===== config.mk =====
export PLATFORM = sky130hd
export DESIGN_NAME = inst_encoder_flat
export DESIGN_NICKNAME = d
export VERILOG_FILES = /design/src/rtl/inst_encoder_if.sv /design/src/rtl/inst_encoder.sv /design/src/flat_wrapper.sv
export SDC_FILE = /design/constraint.sdc
export NUM_CORES = 1
export LEC_CHECK = 0
export ABC_AREA = 1
export CAP_MARGIN = 20
export CORE_MARGIN = 1.5
export CORE_UTILIZATION = 51
export DETAILED_ROUTE_END_ITERATION = 7
export GPL_TIMING_DRIVEN = 0
export PLACE_DENSITY = 0.8
export RECOVER_POWER = 25
export SETUP_SLACK_MARGIN = 0.1
export SYNTH_ARGS = -nofsm -noshare
export SYNTH_HDL_FRONTEND = slang
export SYNTH_SLANG_ARGS = --single-unit
export TNS_END_PERCENT = 30

===== constraint.sdc =====
create_clock -name clk -period 2.1 [get_ports clk]
set_input_delay 0.42 -clock clk [delete_from_list [all_inputs] [get_ports clk]]
set_output_delay 0.42 -clock clk [all_outputs]
set_load 0.005 [all_outputs]

===== src/rtl/inst_encoder_if.sv =====
// Request and instruction-memory write bundle for inst_encoder.
// The master side issues requests and observes the memory write port.
interface inst_encoder_if #(
    parameter int ADDR_W = 10
) ();
    logic              in_valid;
    logic              in_ready;
    logic [4:0]        in_op;
    logic [4:0]        in_rd;
    logic [4:0]        in_rs1;
    logic [4:0]        in_rs2;
    logic [31:0]       in_imm;
    logic              imem_we;
    logic [ADDR_W-1:0] imem_addr;
    logic [31:0]       imem_wdata;

    modport master (
        output in_valid, in_op, in_rd, in_rs1, in_rs2, in_imm,
        input  in_ready, imem_we, imem_addr, imem_wdata
    );

    modport slave (
        input  in_valid, in_op, in_rd, in_rs1, in_rs2, in_imm,
        output in_ready, imem_we, imem_addr, imem_wdata
    );
endinterface


===== src/rtl/inst_encoder.sv =====
// RV32I instruction encoder writing encoded words sequentially into instruction memory.
// Optional macro ENC_IMM_CHECK_EN rejects requests whose immediate does not fit its field.
module inst_encoder #(
    parameter int ADDR_W = 10
) (
    input  logic              clk,
    input  logic              rst_n,
    input  logic              flush,
    inst_encoder_if.slave     bus,
    output logic [ADDR_W:0]   count,
    output logic              full,
    output logic              err
);

    localparam logic [1:0] IDLE  = 2'd0;
    localparam logic [1:0] WRITE = 2'd1;
    localparam logic [1:0] FULL  = 2'd2;

    localparam logic [2:0] FMT_R  = 3'd0;
    localparam logic [2:0] FMT_I  = 3'd1;
    localparam logic [2:0] FMT_S  = 3'd2;
    localparam logic [2:0] FMT_B  = 3'd3;
    localparam logic [2:0] FMT_U  = 3'd4;
    localparam logic [2:0] FMT_J  = 3'd5;
    localparam logic [2:0] FMT_SH = 3'd6;

    localparam logic [6:0] OPC_R    = 7'b0110011;
    localparam logic [6:0] OPC_IALU = 7'b0010011;
    localparam logic [6:0] OPC_LOAD = 7'b0000011;
    localparam logic [6:0] OPC_STOR = 7'b0100011;
    localparam logic [6:0] OPC_BR   = 7'b1100011;
    localparam logic [6:0] OPC_LUI  = 7'b0110111;
    localparam logic [6:0] OPC_JAL  = 7'b1101111;
    localparam logic [6:0] OPC_JALR = 7'b1100111;
    localparam logic [6:0] F7_ALT   = 7'b0100000;

    localparam logic [ADDR_W:0] LAST = {1'b0, {ADDR_W{1'b1}}};
    localparam logic [ADDR_W:0] ONE  = {{ADDR_W{1'b0}}, 1'b1};

    logic [1:0]        state;
    logic [4:0]        op_q;
    logic [4:0]        rd_q;
    logic [4:0]        rs1_q;
    logic [4:0]        rs2_q;
    logic [31:0]       imm_q;
    logic [ADDR_W-1:0] held_addr;
    logic [31:0]       held_wdata;

    logic [2:0]        fmt;
    logic [6:0]        opc;
    logic [2:0]        f3;
    logic [6:0]        f7;
    logic              op_ok;
    logic              legal;
    logic [31:0]       word;
    logic              we;

    // Opcode decode: instruction format plus the fixed opcode/funct fields.
    always_comb begin
        fmt   = FMT_R;
        opc   = OPC_R;
        f3    = 3'b000;
        f7    = 7'b0000000;
        op_ok = 1'b1;
        case (op_q)
            5'd0:  f3 = 3'b000;
            5'd1:  begin f3 = 3'b000; f7 = F7_ALT; end
            5'd2:  f3 = 3'b111;
            5'd3:  f3 = 3'b110;
            5'd4:  f3 = 3'b100;
            5'd5:  f3 = 3'b001;
            5'd6:  f3 = 3'b101;
            5'd7:  begin f3 = 3'b101; f7 = F7_ALT; end
            5'd8:  begin fmt = FMT_I; opc = OPC_IALU; f3 = 3'b000; end
            5'd9:  begin fmt = FMT_I; opc = OPC_IALU; f3 = 3'b111; end
            5'd10: begin fmt = FMT_I; opc = OPC_IALU; f3 = 3'b110; end
            5'd11: begin fmt = FMT_I; opc = OPC_IALU; f3 = 3'b100; end
            5'd12: begin fmt = FMT_I; opc = OPC_LOAD; f3 = 3'b010; end
            5'd13: begin fmt = FMT_S; opc = OPC_STOR; f3 = 3'b010; end
            5'd14: begin fmt = FMT_B; opc = OPC_BR;   f3 = 3'b000; end
            5'd15: begin fmt = FMT_B; opc = OPC_BR;   f3 = 3'b001; end
            5'd16: begin fmt = FMT_B; opc = OPC_BR;   f3 = 3'b100; end
            5'd17: begin fmt = FMT_B; opc = OPC_BR;   f3 = 3'b101; end
            5'd18: begin fmt = FMT_U; opc = OPC_LUI; end
            5'd19: begin fmt = FMT_J; opc = OPC_JAL; end
            5'd20: begin fmt = FMT_I;  opc = OPC_JALR; f3 = 3'b000; end
            5'd21: begin fmt = FMT_SH; opc = OPC_IALU; f3 = 3'b001; end
            5'd22: begin fmt = FMT_SH; opc = OPC_IALU; f3 = 3'b101; end
            5'd23: begin fmt = FMT_SH; opc = OPC_IALU; f3 = 3'b101; f7 = F7_ALT; end
            default: op_ok = 1'b0;
        endcase
    end

    always_comb begin
        word = '0;
        case (fmt)
            FMT_R:  word = {f7, rs2_q, rs1_q, f3, rd_q, opc};
            FMT_I:  word = {imm_q[11:0], rs1_q, f3, rd_q, opc};
            FMT_S:  word = {imm_q[11:5], rs2_q, rs1_q, f3, imm_q[4:0], opc};
            FMT_B:  word = {imm_q[12], imm_q[10:5], rs2_q, rs1_q, f3,
                            imm_q[4:1], imm_q[11], opc};
            FMT_U:  word = {imm_q[31:12], 5'b00000 | rd_q, opc};
            FMT_J:  word = {imm_q[20], imm_q[10:1], imm_q[11], imm_q[19:12], rd_q, opc};
            FMT_SH: word = {f7, imm_q[4:0], rs1_q, f3, rd_q, opc};
            default: word = '0;
        endcase
    end

`ifdef ENC_IMM_CHECK_EN
    logic imm_ok;

    // An immediate fits when every bit above the field's sign bit repeats it.
    always_comb begin
        imm_ok = 1'b1;
        case (fmt)
            FMT_I, FMT_S: imm_ok = (&imm_q[31:11]) | ~(|imm_q[31:11]);
            FMT_B:        imm_ok = ((&imm_q[31:12]) | ~(|imm_q[31:12])) & ~imm_q[0];
            FMT_J:        imm_ok = ((&imm_q[31:20]) | ~(|imm_q[31:20])) & ~imm_q[0];
            FMT_SH:       imm_ok = ~(|imm_q[31:5]);
            FMT_U:        imm_ok = ~(|imm_q[11:0]);
            default:      imm_ok = 1'b1;
        endcase
    end

    assign legal = op_ok & imm_ok;
`else
    assign legal = op_ok;
`endif

    // Write strobe is gated by flush in the same cycle so an abort suppresses it.
    assign we           = (state == WRITE) && legal && !flush;
    assign bus.imem_we  = we;
    assign bus.imem_addr  = we ? count[ADDR_W-1:0] : held_addr;
    assign bus.imem_wdata = we ? word : held_wdata;
    assign bus.in_ready = (state == IDLE) && !flush;
    assign full         = (state == FULL);

    always_ff @(posedge clk or negedge rst_n) begin
        if (!rst_n) begin
            state      <= IDLE;
            count      <= '0;
            err        <= 1'b0;
            held_addr  <= '0;
            held_wdata <= '0;
            op_q       <= '0;
            rd_q       <= '0;
            rs1_q      <= '0;
            rs2_q      <= '0;
            imm_q      <= '0;
        end else if (flush) begin
            state <= IDLE;
            count <= '0;
            err   <= 1'b0;
        end else begin
            case (state)
                IDLE: begin
                    if (bus.in_valid) begin
                        op_q  <= bus.in_op;
                        rd_q  <= bus.in_rd;
                        rs1_q <= bus.in_rs1;
                        rs2_q <= bus.in_rs2;
                        imm_q <= bus.in_imm;
                        state <= WRITE;
                    end
                end
                WRITE: begin
                    if (legal) begin
                        held_addr  <= count[ADDR_W-1:0];
                        held_wdata <= word;
                        count      <= count + ONE;
                        state      <= (count == LAST) ? FULL : IDLE;
                    end else begin
                        err   <= 1'b1;
                        state <= IDLE;
                    end
                end
                FULL:    state <= FULL;
                default: state <= IDLE;
            endcase
        end
    end

endmodule


===== src/flat_wrapper.sv =====
// flat-port wrapper written by rule: the top's interface ports become plain ports
module inst_encoder_flat 
#(
    parameter int ADDR_W = 10
)
  (clk, rst_n, flush, count, full, err, bus_in_valid, bus_in_op, bus_in_rd, bus_in_rs1, bus_in_rs2, bus_in_imm, bus_in_ready, bus_imem_we, bus_imem_addr, bus_imem_wdata);
  inst_encoder_if #(.ADDR_W(ADDR_W)) bus_i ();
  input  logic clk;
  input  logic rst_n;
  input  logic flush;
  output logic [ADDR_W:0] count;
  output logic full;
  output logic err;
  input wire logic [$bits(bus_i.in_valid)-1:0] bus_in_valid;
  input wire logic [$bits(bus_i.in_op)-1:0] bus_in_op;
  input wire logic [$bits(bus_i.in_rd)-1:0] bus_in_rd;
  input wire logic [$bits(bus_i.in_rs1)-1:0] bus_in_rs1;
  input wire logic [$bits(bus_i.in_rs2)-1:0] bus_in_rs2;
  input wire logic [$bits(bus_i.in_imm)-1:0] bus_in_imm;
  output wire logic [$bits(bus_i.in_ready)-1:0] bus_in_ready;
  output wire logic [$bits(bus_i.imem_we)-1:0] bus_imem_we;
  output wire logic [$bits(bus_i.imem_addr)-1:0] bus_imem_addr;
  output wire logic [$bits(bus_i.imem_wdata)-1:0] bus_imem_wdata;
  assign bus_i.in_valid = bus_in_valid;
  assign bus_i.in_op = bus_in_op;
  assign bus_i.in_rd = bus_in_rd;
  assign bus_i.in_rs1 = bus_in_rs1;
  assign bus_i.in_rs2 = bus_in_rs2;
  assign bus_i.in_imm = bus_in_imm;
  assign bus_in_ready = bus_i.in_ready;
  assign bus_imem_we = bus_i.imem_we;
  assign bus_imem_addr = bus_i.imem_addr;
  assign bus_imem_wdata = bus_i.imem_wdata;
  inst_encoder #(.ADDR_W(ADDR_W)) u_core (.clk(clk), .rst_n(rst_n), .flush(flush), .bus(bus_i), .count(count), .full(full), .err(err));
endmodule

# == Word level (Yosys, flattened, before mapping) ==
# Cells that the tools add are included.
# Widths: inputs -> output; s select.
# totals
wordCells,90
output_inout_bits,57
ff_bits,108
input_bits,56
# classes
bitwise_logic,1
mux,19
reduce_logical,25
eq_ne,34
add_sub_neg,1
# op_table
op,count
$pmux 32 s7,1
$pmux 7 s7,1
$eq 5x4->1 const B,8
$eq 5x5->1 const B,8
$pmux 3 s6,2
$mux 11,3
$mux 32,1
$reduce_or 24->1,1
$eq 5x3->1 const B,4
$reduce_or 3->1,4
$add 11x1->11 const B,1
$eq 11x10->1 const B,1
$eq 5x2->1 const B,2
$mux 10,1
$eq 3x3->1 const B,3
$mux 2,4
$reduce_or 7->1,1
$eq 3x2->1 const B,2
$mux 6,1
$pmux 2 s3,1
$reduce_and 3->1,2
$reduce_or 2->1,3
$reduce_or 6->1,1
$eq 5x1->1 const B,1
other kinds (16),23

# == Depth between registers and ports, before layout ==
# Gate-level depths: netlist (run 1).
# depth
word_depth,6
depth_mapped,12
depth_no_buf,12

# == Worst setup path after synthesis (run 1) ==
# No wires, ideal clock.
# synth_timing
path_type,register to output
start,register u_core.op_q[3]
end,output port bus_imem_wdata[20]
t_required_ns,1.680
path_stages_with_launch,11
n_path_buf,2
setup_slack_ns,0.286
t_arrival_ns,1.394
cell_sequence,dfrtp_1 > nand2_1 > inv_2 > nor2_4 > inv_2 > nor2_2 > inv_2 > buf_2 > buf_2 > o21bai_1 > nand2_1
# synth_via
elab_chain_len,6
word_cells_on_any_way,41
classes_between,29 x eq/ne; 4 x mux; 8 x reduce/logical
# synth_rtl
item,line_no,rtl
from (decl),inst_encoder.sv:41,logic [4:0] op_q;
from (signal assigned),inst_encoder.sv:158,op_q <= bus.in_op;
$eq 5x4->1 (tied with other cells),inst_encoder.sv:65,case (op_q)
$reduce_or 6->1 (no line) (tied with other cells),--,
$pmux 3 s6 or $mux 1 (tied branches),inst_encoder.sv:65,
$eq 3x3->1 (tied with other cells),inst_encoder.sv:96,case (fmt)
$pmux 32 s7 or $logic_and 1x1->1 (tied branches),"inst_encoder.sv:96, inst_encoder.sv:131",
$mux 32 *,inst_encoder.sv:134,assign bus.imem_wdata = we ? word : held_wdata;
to (decl),flat_wrapper.sv:23,output wire logic [$bits(bus_i.imem_wdata)-1:0] bus_imem_wdata;
# Every way passes the cells marked *; elsewhere a longest branch is shown, timed or not.

# == Final worst setup path (run 1) ==
# layout_timing
start,register u_core.op_q[3]
end,output port bus_imem_wdata[31]
# The elaborated chain is that of the path after synthesis.

==> flow_summary_export.csv, run 1 <==
group,metric,value,unit
outcome,outcome,"finished with violations",
outcome,violations,"setup timing",
timing,finalCritPeriodShare,128,%
worst_setup_path,critPathLaunch,"u_core.op_q[3]",
timing,final.min_clock_period,2690,ps
cells_and_area,layout-drive-gt1-share,29.8,%
worst_setup_path,crit_chain,"inv_2 -> nor2_4 -> buf_4 -> nand3_2 -> nand2_1 -> inv_2 -> nand2_4 -> buf_6 -> o21ai_1 -> nand2_1 -> nand2_2 -> nand2_1 -> clkbuf_2",
timing,finClkSkew,14.1,ps
floorplan,ioPinCount,113,
place,dp_slack,-721,ps
synthesis,ys_seq_area_share,51.0,%
clock_network,cts_root_buf,"clkbuf_8",
route,vias,5827,
clock_network,clkTransAtPathRegs,100,ps
synthesis,synth_simple_gate_area_share,31.6,%
floorplan,initial_core_util,53.2,%
route,vias_per_cell,5.80,
synthesis,synth.area.mux_share,0,%
worst_setup_path,r2r-start,"u_core.op_q[3]",
route,firstDrtPassIters,6,
worst_setup_path,path_class,"flip-flop to output port",
route,routed_wl,18600,um
synthesis,synth_compound_area_share,10.8,%
timing,tightest_slew,1200,ps
worst_setup_path,max_stage_delay,500,ps
clock_network,clk_latency,390,ps
cells_and_area,syn_to_final_growth,46.3,%
worst_setup_path,crit_family,"simple AND/OR/NAND/NOR gates",
floorplan,die_w,104,um
synthesis,synth-seq-cells,107,
floorplan,core,9860,sq um
hold_path,hp-class,"input port to asynchronous set/reset pin",
synthesis,synth_top_family_by_area,"simple AND/OR/NAND/NOR gates",
synthesis,ys.flop_type,"dfrtp_1",
synthesis,syn_inst,692,
cells_and_area,fillers,603,
worst_setup_path,arrival,2270,ps
synthesis,ys_warn_count,0,
floorplan,chipHeight,104,um
route,postRouteAntennaNets,0,
timing,setup_viol,43,
place,io_buffers,112,
worst_setup_path,critPathCaptureType,"output port",
place,gp_congestion,0.939,
global_routing,grt.overflow.total,0,
timing,slew_violations,0,
clock_network,cts_tree,"done",
clock_network,cts_buffer_depth,2,
place,hpwl,10400,um
cells_and_area,multi_input_area,2770,sq um
synthesis,synth_edf_count,0,
power,irDropWorstVdd,420,uV
synthesis,synth_nets,749,
global_routing,grt.total_usage,30.8,%
worst_setup_path,cp_max_fo,5,
clock_network,htree_levels,3,
route,dr.first_iter.drc_count,677,
synthesis,synth-xor-area-share,0.167,%
cells_and_area,post-route-util,77.8,%
worst_setup_path,crit_required,1680,ps
worst_setup_path,path_buf_inv,5,
timing,fmax,371,MHz
worst_setup_path,r2r_setup_slack,110,ps
power,power_density,770,nW/um^2
timing,hold_viol_final,0,
global_routing,antenna_found_initial,0,
global_routing,grt_pass1_vias,5464,
worst_setup_path,critPathLaunchType,"flip-flop",
route,post_drt_wl_per_cell,18.5,um
cells_and_area,fin_nets,925,
timing,rsz0062_at_grt,"yes",
synthesis,yosysUniqueCellTypes,30,
floorplan,rows,36,
synthesis,avgSynthCellArea,7.58,sq um
floorplan,die-area,10900,sq um
clock_network,cts_buffers,9,
timing,maxSlewHeadroom,19.8,%
worst_setup_path,cp_common_cell,"nand2_1",
worst_setup_path,slowest_stage,"dfrtp_2",
cells_and_area,diodes,0,
cells_and_area,regArea,2680,sq um
clock_network,clock-sinks,107,
route,drc,0,
global_routing,grt_first_pass_wirelength,26600,um
power,p_leak,4.01,nW
timing,fin_ws,-594,ps
run,maxCapViolations,0,
synthesis,synthAdderAreaFrac,0.238,%
power,p_total,5.91,mW
synthesis,ys_async_sr_fraction,100,%
synthesis,syn_area,5250,sq um
global_routing,grt_max_degree,60,
## report_power, final
| part | switching [mW] | leakage (nW) | internal (mW) |
|---|---|---|---|
| clock | 0.724 | 0.0954 | 0.579 |
| sequential | 0.239 | 1.37 | 2.40 |
| combinational | 1.10 | 2.54 | 0.858 |
| total | 2.07 | 4.01 | 3.84 |
## cell usage after synthesis (2+ instances only)
master / number / area, sq um
or2_2: 2 / 12.5
nand4_1: 5 / 31.3
nor2_4: 3 / 33.8
nor3_1: 4 / 20.0
inv_2: 9 / 33.8
nand2_1: 319 / 1200
dfrtp_1: 107 / 2680
nand3_1: 35 / 175
a21oi_2: 2 / 17.5
o21bai_1: 6 / 45.0
inv_1: 37 / 139
clkbuf_1: 6 / 22.5
a21o_1: 10 / 75.1
a21oi_1: 12 / 60.1
nand3b_1: 2 / 15.0
nor2_2: 5 / 31.3
buf_4: 3 / 22.5
buf_2: 17 / 85.1
nor2_1: 28 / 105
a31oi_1: 3 / 18.8
nor4_1: 3 / 18.8
buf_6: 2 / 22.5
o21a_1: 2 / 15.0
o21ai_0: 64 / 320
## routing by layer
| metal | global-route usage (%) | up-vias | wire [um] |
|---|---|---|---|
| met5 | 0 | - | 0 |
| met4 | 18.0 | 0 | 1200 |
| met3 | 3.76 | 117 | 1820 |
| met2 | 51.3 | 461 | 8850 |
| met1 | 38.6 | 2705 | 6770 |
| li1 | - | 2544 | - |
## layout make-up
class | count | area share [%]
multi-input combinational | 511 | 36.0
buffer | 28 | 3.29
timing repair buffer | 165 | 18.6
inverter | 46 | 2.46
clock buffer | 11 | 1.84
sequential | 107 | 35.0
tap | 133 | 2.17
clock inverter | 4 | 0.669
## through the flow
stage / area [sq um] / std cells / hold WS [ps] / setup TNS (ps)
CTS: 7460 / 996 / 69.6 / -17250
finish: 7670 / 1005 / 258 / -19250
detailed placement: 6560 / 938 / 448 / -34310
global route: 7670 / 1005 / 353 / -25100
global placement: 6530 / 937 / 444 / -389880
floorplan: 5250 / 692 / 124 / 0
## final timing paths
check	end	cells after the start
worst max-delay path	bus_imem_wdata[31]	13
worst min-delay path	u_core.count[6]	1
worst max register to register	u_core.count[7]	13
worst min register to register	u_core.held_wdata[1]	1
max in group asynchronous	u_core.op_q[4]	2
min in group clk	u_core.count[10]	2
## cell families after synthesis
| kind of cell | after synthesis |
|---|---|
| AND/OR/NAND/NOR | 408 |
| buffers and inverters | 74 |
| adder cells (fa/ha/maj) | 1 |
| XOR/XNOR | 1 |
| AO/OA/AOI/OAI | 101 |
| flip-flops | 107 |
## what timing repair did
action	in CTS	in global routing
buffers inserted	40	9
hold buffers	0	0
pin swaps	35	43
gates resized for setup	232	118
cloned	3	0
setup endpoints to repair	44	98
## cell usage in the layout (no fill, tap or decap), types with 6 or more instances in the layout
master,instances
nand2_1,281
o21ai_2,9
buf_4,38
buf_2,26
o21ai_1,15
nand2_4,7
buf_8,8
inv_1,27
clkdlybuf4s50_1,67
nand3_1,12
nor2_4,11
o21ai_0,39
buf_6,21
a21oi_2,7
nand3_2,18
nand2_2,32
a21o_1,10
dfrtp_1,102
clkbuf_2,19
clkbuf_8,10
inv_2,14
nor2_1,22
o21bai_4,6
## sequential cells by signal, summed over array words and instances (netlist names)
register,flops
u_core.count,11
u_core.err,1
u_core.held_addr,10
u_core.held_wdata,31
u_core.imm_q,32
u_core.op_q,5
u_core.rd_q,5
u_core.rs1_q,5
u_core.rs2_q,5
u_core.state,2
No activity file was read; power rests on OpenSTA's default activity.
==> inputs of run 2 (changes only) <==
--- a/config.mk
+++ b/config.mk
@@ -6,12 +6,11 @@
 export NUM_CORES = 1
 export LEC_CHECK = 0
 export ABC_AREA = 1
-export CAP_MARGIN = 20
 export CORE_MARGIN = 1.5
 export CORE_UTILIZATION = 51
 export DETAILED_ROUTE_END_ITERATION = 7
 export GPL_TIMING_DRIVEN = 0
-export PLACE_DENSITY = 0.8
+export PLACE_DENSITY_LB_ADDON = 0.3
 export RECOVER_POWER = 25
 export SETUP_SLACK_MARGIN = 0.1
 export SYNTH_ARGS = -nofsm -noshare
==> constraint.sdc (replaced) <==
create_clock -name clk -period 2.8 [get_ports clk]
set_input_delay 0.56 -clock clk [delete_from_list [all_inputs] [get_ports clk]]
set_output_delay 0.56 -clock clk [all_outputs]
set_load 0.005 [all_outputs]
==> run 2 against run 1 <==
Compared with the run above:
- global-route usage down 1.5 points
- utilization up 0.63 points
- via count fell by 8.1%
- design area increased by 0.82%
- clock-buffer cell count fell by 1
- the flow still finishes with violations (setup timing)
- clock power fell by 18%
- sequential share of layout area down 0.28 points
- largest cell class is now registers
- hold slack improved by 210 ps
- flip-flop and latch count unchanged
- die area unchanged
- routed wire length is 12% lower
- combinational power fell by 27%
==> flow_summary_export.csv, run 2 (synthesis results as in run 1) <==
group,metric,value,unit
power,p_leak,4.10,nW
floorplan,die_w,104,um
clock_network,clkTransAtPathRegs,110,ps
power,p_total,4.47,mW
route,post_drt_wl_per_cell,16.3,um
worst_setup_path,crit_required,2240,ps
global_routing,grt_max_degree,55,
power,power.switching,1.47,mW
cells_and_area,layout_commonest_cell,"nand2_1",
power,power_density,577,nW/um^2
timing,maxSlewHeadroom,6.69,%
clock_network,cts_tree,"done",
timing,fmax,347,MHz
route,vias_per_cell,5.32,
cells_and_area,syn_to_final_growth,47.5,%
timing,final.min_clock_period,2880,ps
cells_and_area,regMostFlops,"u_core.imm_q",
power,seq_power_share,44.0,%
cells_and_area,largest_reg_flops,32,
clock_network,cts_buffers,9,
route,postRouteAntennaNets,0,
timing,finClkSkew,12.5,ps
clock_network,htree_levels,3,
worst_setup_path,critPathLaunchType,"flip-flop",
timing,setup_viol,5,
floorplan,rows,36,
timing,finalSetupTns,-203,ps
global_routing,grt.overflow.total,0,
power,clkPwrFrac,23.9,%
floorplan,initial_core_util,53.2,%
cells_and_area,diodes,0,
place,post_dp_cell_area,6560,sq um
cells_and_area,instances_no_fill,1007,
timing,whs,468,ps
timing,tightest_slew,1400,ps
clock_network,cts_buffer_depth,2,
cells_and_area,largestRegisters,"u_core.imm_q x32, u_core.held_wdata x31, u_core.count x11",
route,routed_wl,16400,um
worst_setup_path,critPathCaptureType,"output port",
floorplan,chipHeight,104,um
timing,fin_ws,-83.7,ps
global_routing,grt.total_usage,29.4,%
floorplan,core,9860,sq um
global_routing,grt_first_pass_wirelength,25300,um
power,p_int,2.99,mW
worst_setup_path,arrival,2320,ps
worst_setup_path,path_class,"flip-flop to output port",
worst_setup_path,cp_max_fo,10,
route,drc,0,
route,vias,5356,
clock_network,clock-sinks,107,
place,hpwl,11000,um
cells_and_area,fin_area,7740,sq um
route,dr.first_iter.drc_count,324,
outcome,violations,"setup timing",
place,gp_congestion,0.868,
power,irDropWorstVdd,334,uV
floorplan,die-area,10900,sq um
hold_path,hp-class,"flip-flop to flip-flop",
timing,finalCritPeriodShare,103,%
clock_network,clk_latency,380,ps
global_routing,antenna_found_initial,0,
run,maxCapViolations,0,
cells_and_area,layout-drive-gt1-share,24.3,%
timing,rsz0062_at_grt,"yes",
cells_and_area,final_cell_mix,"293 x nand2_1, 102 x dfrtp_1, 74 x clkdlybuf4s50_1, 44 x o21ai_0, 42 x buf_4",
timing,hold_viol_final,0,
floorplan,ioPinCount,113,
clock_network,cts_root_buf,"clkbuf_8",
global_routing,grt_pass1_vias,5115,
route,firstDrtPassIters,4,
power,p_sw_share,33.0,%
outcome,outcome,"finished with violations",
place,io_buffers,112,
place,place_inst,938,
timing,slew_violations,0,
power,p_comb_share,32.1,%
cells_and_area,fin_nets,926,
==> run 2: cell count changes in the layout (fill, tap and decap cells not counted), sizes merged, moves of 4 or more <==
cell	before	now
clkbuf	35	22
buf	95	83
dlymetal6s2s	2	11
clkdlybuf4s50	67	74
clkdlybuf4s15	0	4
dlygate4sd2	5	9
==> run 2: cell type report <==
| cell class | count | area, sq um |
|---|---|---|
| sequential | 107 | 2680 |
| multi-input combinational | 512 | 2670 |
| fill | 682 | 2130 |
| timing repair buffer | 165 | 1550 |
| buffer | 28 | 240 |
| inverter | 46 | 194 |
| tap | 133 | 166 |
| clock buffer | 10 | 138 |
| clock inverter | 6 | 88.8 |
==> run 2: metrics by stage <==
stage               utilization [%]  setup WS (ps)
global placement               66.2          -2810
detailed placement             66.5           -334
CTS                            74.6           -144
finish                         78.4          -83.7
floorplan                         -            846
global route                   78.4           -170
==> run 2: repair_timing <==
item | 4_1_cts | 5_1_grt
setup buffers | 42 | 9
endpoints found under the setup margin | 42 | 42
gates resized for setup | 129 | 123
hold buffers | 0 | 0
pin swaps | 24 | 29
cloned | 1 | 1
==> run 2: final timing paths <==
check / startpoint / endpoint / slack (ps) / depth (start not counted)
setup / recovery: u_core.op_q[3] / bus_imem_wdata[5] / -80 / 11
hold / removal: u_core.held_wdata[1] / u_core.held_wdata[1] / 470 / 1
setup reg to reg: u_core.op_q[3] / u_core.held_wdata[21] / 360 / 15
hold reg to reg: u_core.held_wdata[1] / u_core.held_wdata[1] / 470 / 1
max in group asynchronous: rst_n / u_core.op_q[1] / 1370 / 1
min in group asynchronous: rst_n / u_core.held_addr[6] / 490 / 1
==> run 2: power groups by stage <==
stage	Combinational, mW	Clock (mW)	Sequential [mW]
floorplan	0.601	0	1.93
global placement	1.14	0	1.96
detailed placement	1.18	0	1.97
CTS	1.32	1.07	1.95
global route	1.56	1.15	1.99
finish	1.43	1.07	1.97
==> run 2: critical path, stage by stage, from the launching register on <==
cell,delay (ps)
dfrtp_2,500
nand2_2,90
inv_2,50
nor2_4,110
inv_2,50
nor2_4,110
inv_2,60
buf_8,150
buf_4,190
nand2_1,120
nand2_1,70
clkdlybuf4s50_1,440
==> run 2: metal layers <==
layer	wire (um)	track usage, %
met5	0	0
met4	413	12.4
met3	972	4.32
met2	8170	48.4
met1	6880	38.6
